$ cat src/rtl/id_fwd_stage.sv
// id_fwd_stage: MIPS logic/shift decode with multi-port operand forwarding, load-use stall and a registered ID->EX handshake.
module id_fwd_stage #(
  parameter int FWD_PORTS = 2,
  parameter int DATA_W    = 32
) (
  input  logic                          clk,
  input  logic                          rst,
  input  logic                          in_valid,
  output logic                          in_ready,
  input  logic [31:0]                   pc_i,
  input  logic [31:0]                   inst_i,
  output logic [4:0]                    reg1_addr_o,
  output logic [4:0]                    reg2_addr_o,
  input  logic [DATA_W-1:0]             reg1_data_i,
  input  logic [DATA_W-1:0]             reg2_data_i,
  input  logic [FWD_PORTS-1:0]          fwd_wen,
  input  logic [FWD_PORTS-1:0]          fwd_rdy,
  input  logic [5*FWD_PORTS-1:0]        fwd_waddr,
  input  logic [DATA_W*FWD_PORTS-1:0]   fwd_wdata,
  input  logic                          flush,
  output logic                          out_valid,
  input  logic                          out_ready,
  output logic [7:0]                    aluop_o,
  output logic [2:0]                    alusel_o,
  output logic [4:0]                    wreg_addr_o,
  output logic                          wreg_enable_o,
  output logic [DATA_W-1:0]             reg1_data_o,
  output logic [DATA_W-1:0]             reg2_data_o,
  output logic [31:0]                   pc_o,
  output logic                          inv_inst_o
);
  localparam logic [7:0] EXE_NOP_OP = 8'b0000_0000;
  localparam logic [7:0] EXE_AND_OP = 8'b0010_0100;
  localparam logic [7:0] EXE_OR_OP  = 8'b0010_0101;
  localparam logic [7:0] EXE_XOR_OP = 8'b0010_0110;
  localparam logic [7:0] EXE_NOR_OP = 8'b0010_0111;
  localparam logic [7:0] EXE_SLL_OP = 8'b0111_1100;
  localparam logic [7:0] EXE_SRL_OP = 8'b0000_0010;
  localparam logic [7:0] EXE_SRA_OP = 8'b0000_0011;
  localparam logic [2:0] EXE_RES_NOP   = 3'b000;
  localparam logic [2:0] EXE_RES_LOGIC = 3'b001;
  localparam logic [2:0] EXE_RES_SHIFT = 3'b010;

  typedef struct packed {
    logic              valid;
    logic [7:0]        aluop;
    logic [2:0]        alusel;
    logic [4:0]        waddr;
    logic              wen;
    logic [DATA_W-1:0] d1;
    logic [DATA_W-1:0] d2;
    logic [31:0]       pc;
    logic              inv;
  } stage_t;

  stage_t r_q;
  logic [5:0] w_op, w_funct;
  logic [4:0] w_rs, w_rt, w_rd, w_sa;
  logic [15:0] w_imm;
  logic [7:0] w_aluop;
  logic [2:0] w_alusel;
  logic [4:0] w_waddr;
  logic w_wen, w_re1, w_re2, w_inv, w_stall, w_load;
  logic [DATA_W-1:0] w_imm1, w_imm2, w_d1, w_d2;
  logic [DATA_W:0] w_src1, w_src2;

  // {stall, data}: register 0 is hardwired, otherwise the youngest matching writer wins
  function automatic logic [DATA_W:0] resolve(
    input logic [4:0]                  a,
    input logic [DATA_W-1:0]           rf,
    input logic [FWD_PORTS-1:0]        wen,
    input logic [FWD_PORTS-1:0]        rdy,
    input logic [5*FWD_PORTS-1:0]      waddr,
    input logic [DATA_W*FWD_PORTS-1:0] wdata
  );
    logic [DATA_W:0] r;
    r = {1'b0, rf};
    for (int p = FWD_PORTS - 1; p >= 0; p--)
      if (wen[p] && waddr[5*p +: 5] == a) r = {~rdy[p], wdata[DATA_W*p +: DATA_W]};
    return (a == 5'd0) ? '0 : r;
  endfunction

  assign w_op        = inst_i[31:26];
  assign w_rs        = inst_i[25:21];
  assign w_rt        = inst_i[20:16];
  assign w_rd        = inst_i[15:11];
  assign w_sa        = inst_i[10:6];
  assign w_funct     = inst_i[5:0];
  assign w_imm       = inst_i[15:0];
  assign reg1_addr_o = w_rs;
  assign reg2_addr_o = w_rt;

  always_comb begin
    w_aluop  = EXE_NOP_OP;
    w_alusel = EXE_RES_NOP;
    w_wen    = 1'b0;
    w_waddr  = 5'd0;
    w_re1    = 1'b0;
    w_re2    = 1'b0;
    w_imm1   = '0;
    w_imm2   = '0;
    w_inv    = 1'b1;
    if (inst_i == 32'd0 || w_op == 6'h33 || (w_op == 6'h00 && w_funct == 6'h0f)) begin
      w_inv = 1'b0;
    end else if (inst_i[31:21] == 11'd0 && (w_funct == 6'h00 || w_funct == 6'h02 || w_funct == 6'h03)) begin
      w_inv    = 1'b0;
      w_re2    = 1'b1;
      w_imm1   = DATA_W'(w_sa);
      w_wen    = 1'b1;
      w_waddr  = w_rd;
      w_alusel = EXE_RES_SHIFT;
      w_aluop  = (w_funct == 6'h00) ? EXE_SLL_OP : (w_funct == 6'h02) ? EXE_SRL_OP : EXE_SRA_OP;
    end else if (w_op == 6'h00 && w_sa == 5'd0 &&
                 (w_funct[5:2] == 4'b1001 || w_funct == 6'h04 || w_funct == 6'h06 || w_funct == 6'h07)) begin
      w_inv    = 1'b0;
      w_re1    = 1'b1;
      w_re2    = 1'b1;
      w_wen    = 1'b1;
      w_waddr  = w_rd;
      w_alusel = w_funct[5] ? EXE_RES_LOGIC : EXE_RES_SHIFT;
      w_aluop  = (w_funct == 6'h24) ? EXE_AND_OP : (w_funct == 6'h25) ? EXE_OR_OP :
                 (w_funct == 6'h26) ? EXE_XOR_OP : (w_funct == 6'h27) ? EXE_NOR_OP :
                 (w_funct == 6'h04) ? EXE_SLL_OP : (w_funct == 6'h06) ? EXE_SRL_OP : EXE_SRA_OP;
    end else if (w_op[5:2] == 4'b0011) begin
      w_inv    = 1'b0;
      w_re1    = 1'b1;
      w_wen    = 1'b1;
      w_waddr  = w_rt;
      w_alusel = EXE_RES_LOGIC;
      w_aluop  = (w_op == 6'h0c) ? EXE_AND_OP : (w_op == 6'h0e) ? EXE_XOR_OP : EXE_OR_OP;
      w_imm2   = (w_op == 6'h0f) ? DATA_W'({w_imm, 16'h0}) : DATA_W'(w_imm);
    end
  end

  assign w_src1  = resolve(w_rs, reg1_data_i, fwd_wen, fwd_rdy, fwd_waddr, fwd_wdata);
  assign w_src2  = resolve(w_rt, reg2_data_i, fwd_wen, fwd_rdy, fwd_waddr, fwd_wdata);
  assign w_d1    = w_re1 ? w_src1[DATA_W-1:0] : w_imm1;
  assign w_d2    = w_re2 ? w_src2[DATA_W-1:0] : w_imm2;
  assign w_stall = (w_re1 & w_src1[DATA_W]) | (w_re2 & w_src2[DATA_W]);
  assign in_ready = ~rst & ~w_stall & (~r_q.valid | out_ready);
  assign w_load  = in_valid & in_ready;

  always_ff @(posedge clk) begin
    if (rst || flush || (!w_load && out_ready))
      r_q <= '0;
    else if (w_load)
      r_q <= '{valid: 1'b1, aluop: w_aluop, alusel: w_alusel, waddr: w_waddr, wen: w_wen,
               d1: w_d1, d2: w_d2, pc: pc_i, inv: w_inv};
  end

  assign out_valid     = r_q.valid;
  assign aluop_o       = r_q.aluop;
  assign alusel_o      = r_q.alusel;
  assign wreg_addr_o   = r_q.waddr;
  assign wreg_enable_o = r_q.wen;
  assign reg1_data_o   = r_q.d1;
  assign reg2_data_o   = r_q.d2;
  assign pc_o          = r_q.pc;
  assign inv_inst_o    = r_q.inv;
endmodule

$ cat config.mk
export PLATFORM = sky130hd
export DESIGN_NAME = id_fwd_stage
export DESIGN_NICKNAME = d
export VERILOG_FILES = /design/src/rtl/id_fwd_stage.sv
export SDC_FILE = /design/constraint.sdc
export NUM_CORES = 1
export LEC_CHECK = 0
export CAP_MARGIN = 20
export CORE_ASPECT_RATIO = 1.1
export CORE_MARGIN = 2
export CORE_UTILIZATION = 38
export CTS_CLUSTER_SIZE = 40
export DETAILED_ROUTE_END_ITERATION = 6
export PLACE_DENSITY = 0.78
export SYNTH_ARGS = -nofsm -noshare
export SYNTH_HDL_FRONTEND = slang
export SYNTH_SLANG_ARGS = --single-unit
export TNS_END_PERCENT = 50
$ cat constraint.sdc
create_clock -name clk -period 2.9 [get_ports clk]
set_input_delay 0.58 -clock clk [delete_from_list [all_inputs] [get_ports clk]]
set_output_delay 0.58 -clock clk [all_outputs]
set_load 0.05 [all_outputs]
======== Word-level counts from Yosys, hierarchy flattened ========
Index checks and enable logic that the tools add are counted.
operators by class
  reductions and logical operators ........ 26
  equality and inequality tests ........... 20
  $mul .................................... 0
  shifts and indexed selects .............. 0
  order comparisons ....................... 0
  mux-type cells .......................... 51
  div/mod/pow operators ................... 0
  bitwise logic cells ..................... 12
  $add $sub $neg .......................... 0
operators with widths
  operator                                                                count
  32-bit 2-to-1 mux                                                       7
  33-bit 2-to-1 mux                                                       6
  7-bit 2-to-1 mux                                                        9
  32-bit zero test                                                        1
  6-bit equality test (second input constant)                             5
  5-bit 2-to-1 mux                                                        6
  6-bit by 4-bit equality test with 1-bit output (second input constant)  4
  5-bit equality test                                                     4
  6-bit by 3-bit equality test with 1-bit output (second input constant)  3
  1-bit 2-to-1 mux                                                        16
  5-bit zero test                                                         3
  6-bit by 2-bit equality test with 1-bit output (second input constant)  2
  6-bit zero test                                                         2
  2-bit 2-to-1 mux                                                        6
  11-bit zero test                                                        1
  1-bit logical AND                                                       9
  1-bit logical OR                                                        9
  6-bit 2-to-1 mux                                                        1
  1-bit bitwise AND                                                       5
  1-bit NOT                                                               5
  4-bit by 2-bit equality test with 1-bit output (second input constant)  1
  4-bit equality test (second input constant)                             1
  1-bit bitwise OR                                                        2
  1-bit zero test                                                         1
storage, ports and cells
  register bits ........................... 115
  memories ................................ 0
  latch bits .............................. 0
  memory bits (writable) .................. 0
  input port bits ......................... 211
  memory bits (read-only) ................. 0
  logic and storage cells ................. 118

======== Logic depth before layout (Yosys ltp) ========
  word-level depth ........................ 17
  mapped depth ............................ 10

======== Worst setup path after synthesis ========
Ideal clock, no wire load.
  path type ............................... input to output
  from .................................... input port inst_i[18]
  to ...................................... output port in_ready
  stages on the path ...................... 8
  path slack .............................. -0.694 ns
  arrival time ............................ 3.014 ns
  cell sequence ........................... xor2_1 nor4_1 nand3_1 mux2i_1 o2bb2ai_4 buf_6 buf_4 nor3_1
between the ends
  cells in the longest elaborated chain, start to end .. 10
ends and longest elaborated chain
  what                                 RTL line  source
  from (decl)                          11        input logic [31:0] inst_i,
  5-bit equality test                  79        if (wen[p] && waddr[5*p +: 5] == a) r = {~rdy[p], wdata[DATA_W*p +: DATA_W]};
  1-bit logical AND                    79
  33-bit 2-to-1 mux (2 in series)      79
  33-bit 2-to-1 mux                    80        return (a == 5'd0) ? '0 : r;
  1-bit bitwise AND                    139       assign w_stall = (w_re1 & w_src1[DATA_W]) | (w_re2 & w_src2[DATA_W]);
  1-bit bitwise OR (*)                 139
  1-bit NOT (*)                        140       assign in_ready = ~rst & ~w_stall & (~r_q.valid | out_ready);
  1-bit bitwise AND (*) (2 in series)  140
  to (decl)                            9         output logic in_ready,
Mark *: on every way between the ends. The rest lies on a longest branch, timed or not.

======== Final worst setup path ========
  from .................................... input port inst_i[16]
  to ...................................... output port in_ready
The elaborated chain is that of the path after synthesis.

==> results.json <==
{
  "outcome": "finished with violations",
  "violations": "negative setup slack",
  "period_needed_ns": 3.06,
  "seq_area_um2": 2200,
  "ys_seq_area_frac": 0.305,
  "whs_ns": 0.482,
  "place.gp.congestion": 0.959,
  "rsz0062_at_grt": "true",
  "die_w_um": 135,
  "core-area_um2": 18500,
  "start_util": 0.391,
  "ys_async_sr_fraction": 0,
  "root_buffer": "clkbuf_16",
  "diodes": 0,
  "cts.path.max_buffers": 2,
  "clock_latency_ns": 0.37,
  "via_per_inst": 6.02,
  "port_buffers": 334,
  "synth-seq-cells": 110,
  "crit_path_start_kind": "primary input",
  "synthCells": 927,
  "io_pins": 337,
  "min_path_type": "reg2reg",
  "synth-edff-count": 0,
  "num_vias": 9267,
  "first_pass_iters": 6,
  "grt_start_max_net_pins": 65,
  "finalClockSkew_ns": 0.00913,
  "end_kind": "output pin",
  "clock_sinks": 110,
  "worstMarginPinSlew_ns": 0.694,
  "finish.utilization": 0.665,
  "overflow": 0,
  "worstPathRequired_ns": 2.32,
  "powerDensity_nw_per_um2": 315,
  "drv_cap": 0,
  "fmax_mhz": 327,
  "synth_ff_type": "dfxtp_1",
  "antenna_left": 0,
  "cts_hold_buffers": 0,
  "die_h_um": 149,
  "dp_hpwl_um": 25800,
  "antenna_found_initial": 2,
  "yosys_warnings": 0,
  "grt_pass1_wl_um": 51000,
  "crit_arrival_ns": 2.48,
  "slew_headroom": 0.537,
  "cts_tree": "built",
  "synth.cell_area_um2": 7220,
  "grt_pass1_vias": 8872,
  "vdd_ir_drop_max_mv": 0.268,
  "setup_slack_ns": -0.161,
  "finalNetCount": 1502,
  "multi_input_area_um2": 4600,
  "cts-buffers-inserted": 9,
  "grtUsageTotal": 0.329,
  "layout-drive-gt1-share": 0.181,
  "synth_cell_type_count": 50,
  "fin_crit_sh": 1.06,
  "n_fill_cell": 1516,
  "wl_per_cell_um": 22.5,
  "crit_type": "in2out",
  "drc_errors": 0,
  "dieArea_um2": 20100,
  "finalMaxSlewViolations": 0,
  "htreeDepth": 3,
  "rows": 52,
  "syn_area_per_cell_um2": 7.78,
  "routed_wirelength_um": 34600,
  "drtIter0Drc": 713,
  "hold_viol": 0,
  "setup_violations": 13,
  "crit_fanout": 4,
  "syn2layout_area_growth_pct": 70.2,
  "leakagePower_nw": 4.05,
  "clk_pin_slew_worst_paths_ns": 0.08
}
==> worst max-delay path, stage by stage <==
cell	delay [ns]
clkdlybuf4s50_1	0.45
buf_4	0.18
xnor2_1	0.20
nand2_1	0.06
or3_1	0.31
mux2i_1	0.15
buf_4	0.17
o2bb2ai_4	0.15
nor3_4	0.05
buf_6	0.17
==> flip-flops by register name (all words and copies together), names as in the netlist <==
signal / flops
aluop_o: 4
alusel_o: 2
inv_inst_o: 1
out_valid: 1
pc_o: 32
reg1_data_o: 32
reg2_data_o: 32
wreg_addr_o: 5
wreg_enable_o: 1
==> kinds of logic after synthesis <==
group,synth area share
AND/OR/NAND/NOR,0.168
buffers and inverters,0.0884
multiplexers,0.0515
XOR/XNOR,0.0243
other,0.000520
AO/OA/AOI/OAI,0.362
flip-flops,0.305
==> path summary, 6_finish.rpt <==
| check | to | from | slack (ns) | cells past startpoint |
|---|---|---|---|---|
| worst max-delay path | in_ready | inst_i[16] | -0.16 | 10 |
| worst min register to register | pc_o[16] | pc_o[16] | 0.48 | 2 |
| worst min-delay path | pc_o[16] | pc_o[16] | 0.48 | 2 |
| worst max register to register | reg2_data_o[7] | out_valid | 0.97 | 5 |
==> power breakdown <==
group / switching (W) / total, W / internal [W]
logic: 0.000506 / 0.00100 / 0.000497
clock network: 0.000652 / 0.00134 / 0.000690
registers: 0.00000786 / 0.00153 / 0.00152
total: 0.00117 / 0.00387 / 0.00271
==> cells in the mapped netlist, types with 2 or more instances <==
cell type / number / area (µm²)
or2_2: 2 / 12.5
buf_1: 9 / 33.8
or4_4: 2 / 22.5
nor3_1: 14 / 70.1
a21oi_2: 2 / 17.5
a21oi_1: 21 / 105
or4_1: 2 / 15.0
inv_1: 5 / 18.8
nand2_1: 37 / 139
clkbuf_1: 75 / 282
xor2_1: 13 / 114
o21ai_1: 17 / 85.1
nand2b_1: 3 / 18.8
buf_2: 11 / 55.1
a211oi_1: 145 / 1090
buf_4: 22 / 165
a211oi_2: 16 / 200
xnor2_1: 7 / 61.3
nor4b_1: 3 / 26.3
buf_6: 7 / 78.8
a22oi_1: 5 / 37.5
o2111ai_1: 3 / 26.3
nand4_1: 3 / 18.8
nand3_1: 95 / 475
nor2_1: 46 / 173
a22o_1: 6 / 52.6
o21a_1: 30 / 225
dfxtp_1: 110 / 2200
nor3b_1: 4 / 30.0
mux2i_1: 36 / 360
o21ai_0: 137 / 686
nor4_1: 18 / 113
and3_1: 4 / 25.0
==> cell usage in the layout, fill, tap and decap left out, drive strengths merged, types with 6 or more instances in the layout <==
cell           synthesis  final
a21oi                 23     23
nor2                  46     46
clkbuf                76     18
o21a                  30     30
inv                    5      9
o21ai                154    154
buf                   49    153
xnor2                  7      7
xor2                  13     13
nand2                 37     37
nand3                 95     95
clkdlybuf4s50          0    299
nor4                  20     20
dlymetal6s2s           0      6
dlygate4sd2            0     10
mux2i                 36     36
a211oi               162    162
nor3                  14     14
dfxtp                110    110
a22o                   6      6
==> layout make-up <==
type | count | share of cell area
clock inverter | 6 | 0.00621
sequential | 110 | 0.179
inverter | 5 | 0.00153
clock buffer | 10 | 0.0186
tap | 243 | 0.0248
timing repair buffer | 477 | 0.395
multi-input combinational | 688 | 0.375
==> through the flow <==
stage / total power [W] / TNS, ns / instance area, µm² / setup WS [ns] / std cells
floorplan: 0.00195 / -0.211 / 7230 / -0.211 / 928
global placement: 0.00251 / -56.00 / 11500 / -0.549 / 1496
detailed placement: 0.00251 / -59.76 / 11500 / -0.651 / 1496
CTS: 0.00383 / -0.228 / 12000 / -0.158 / 1531
global route: 0.00397 / -4.64 / 12300 / -0.226 / 1539
finish: 0.00387 / -0.218 / 12300 / -0.161 / 1539
==> routing by layer <==
layer	share of wire	track usage	up-vias
met4	0.042	0.127	2
met3	0.091	0.0740	92
met5	0.00038	0	-
met1	0.38	0.393	4406
met2	0.49	0.572	545
li1	-	-	4222
==> timing repair <==
item,4_1_cts,5_1_grt
buffers inserted,19,8
gates cloned,0,5
pin swaps,16,26
gates resized for setup,50,50
endpoints found under the setup margin,110,96
No activity file was read; power rests on OpenSTA's default activity.
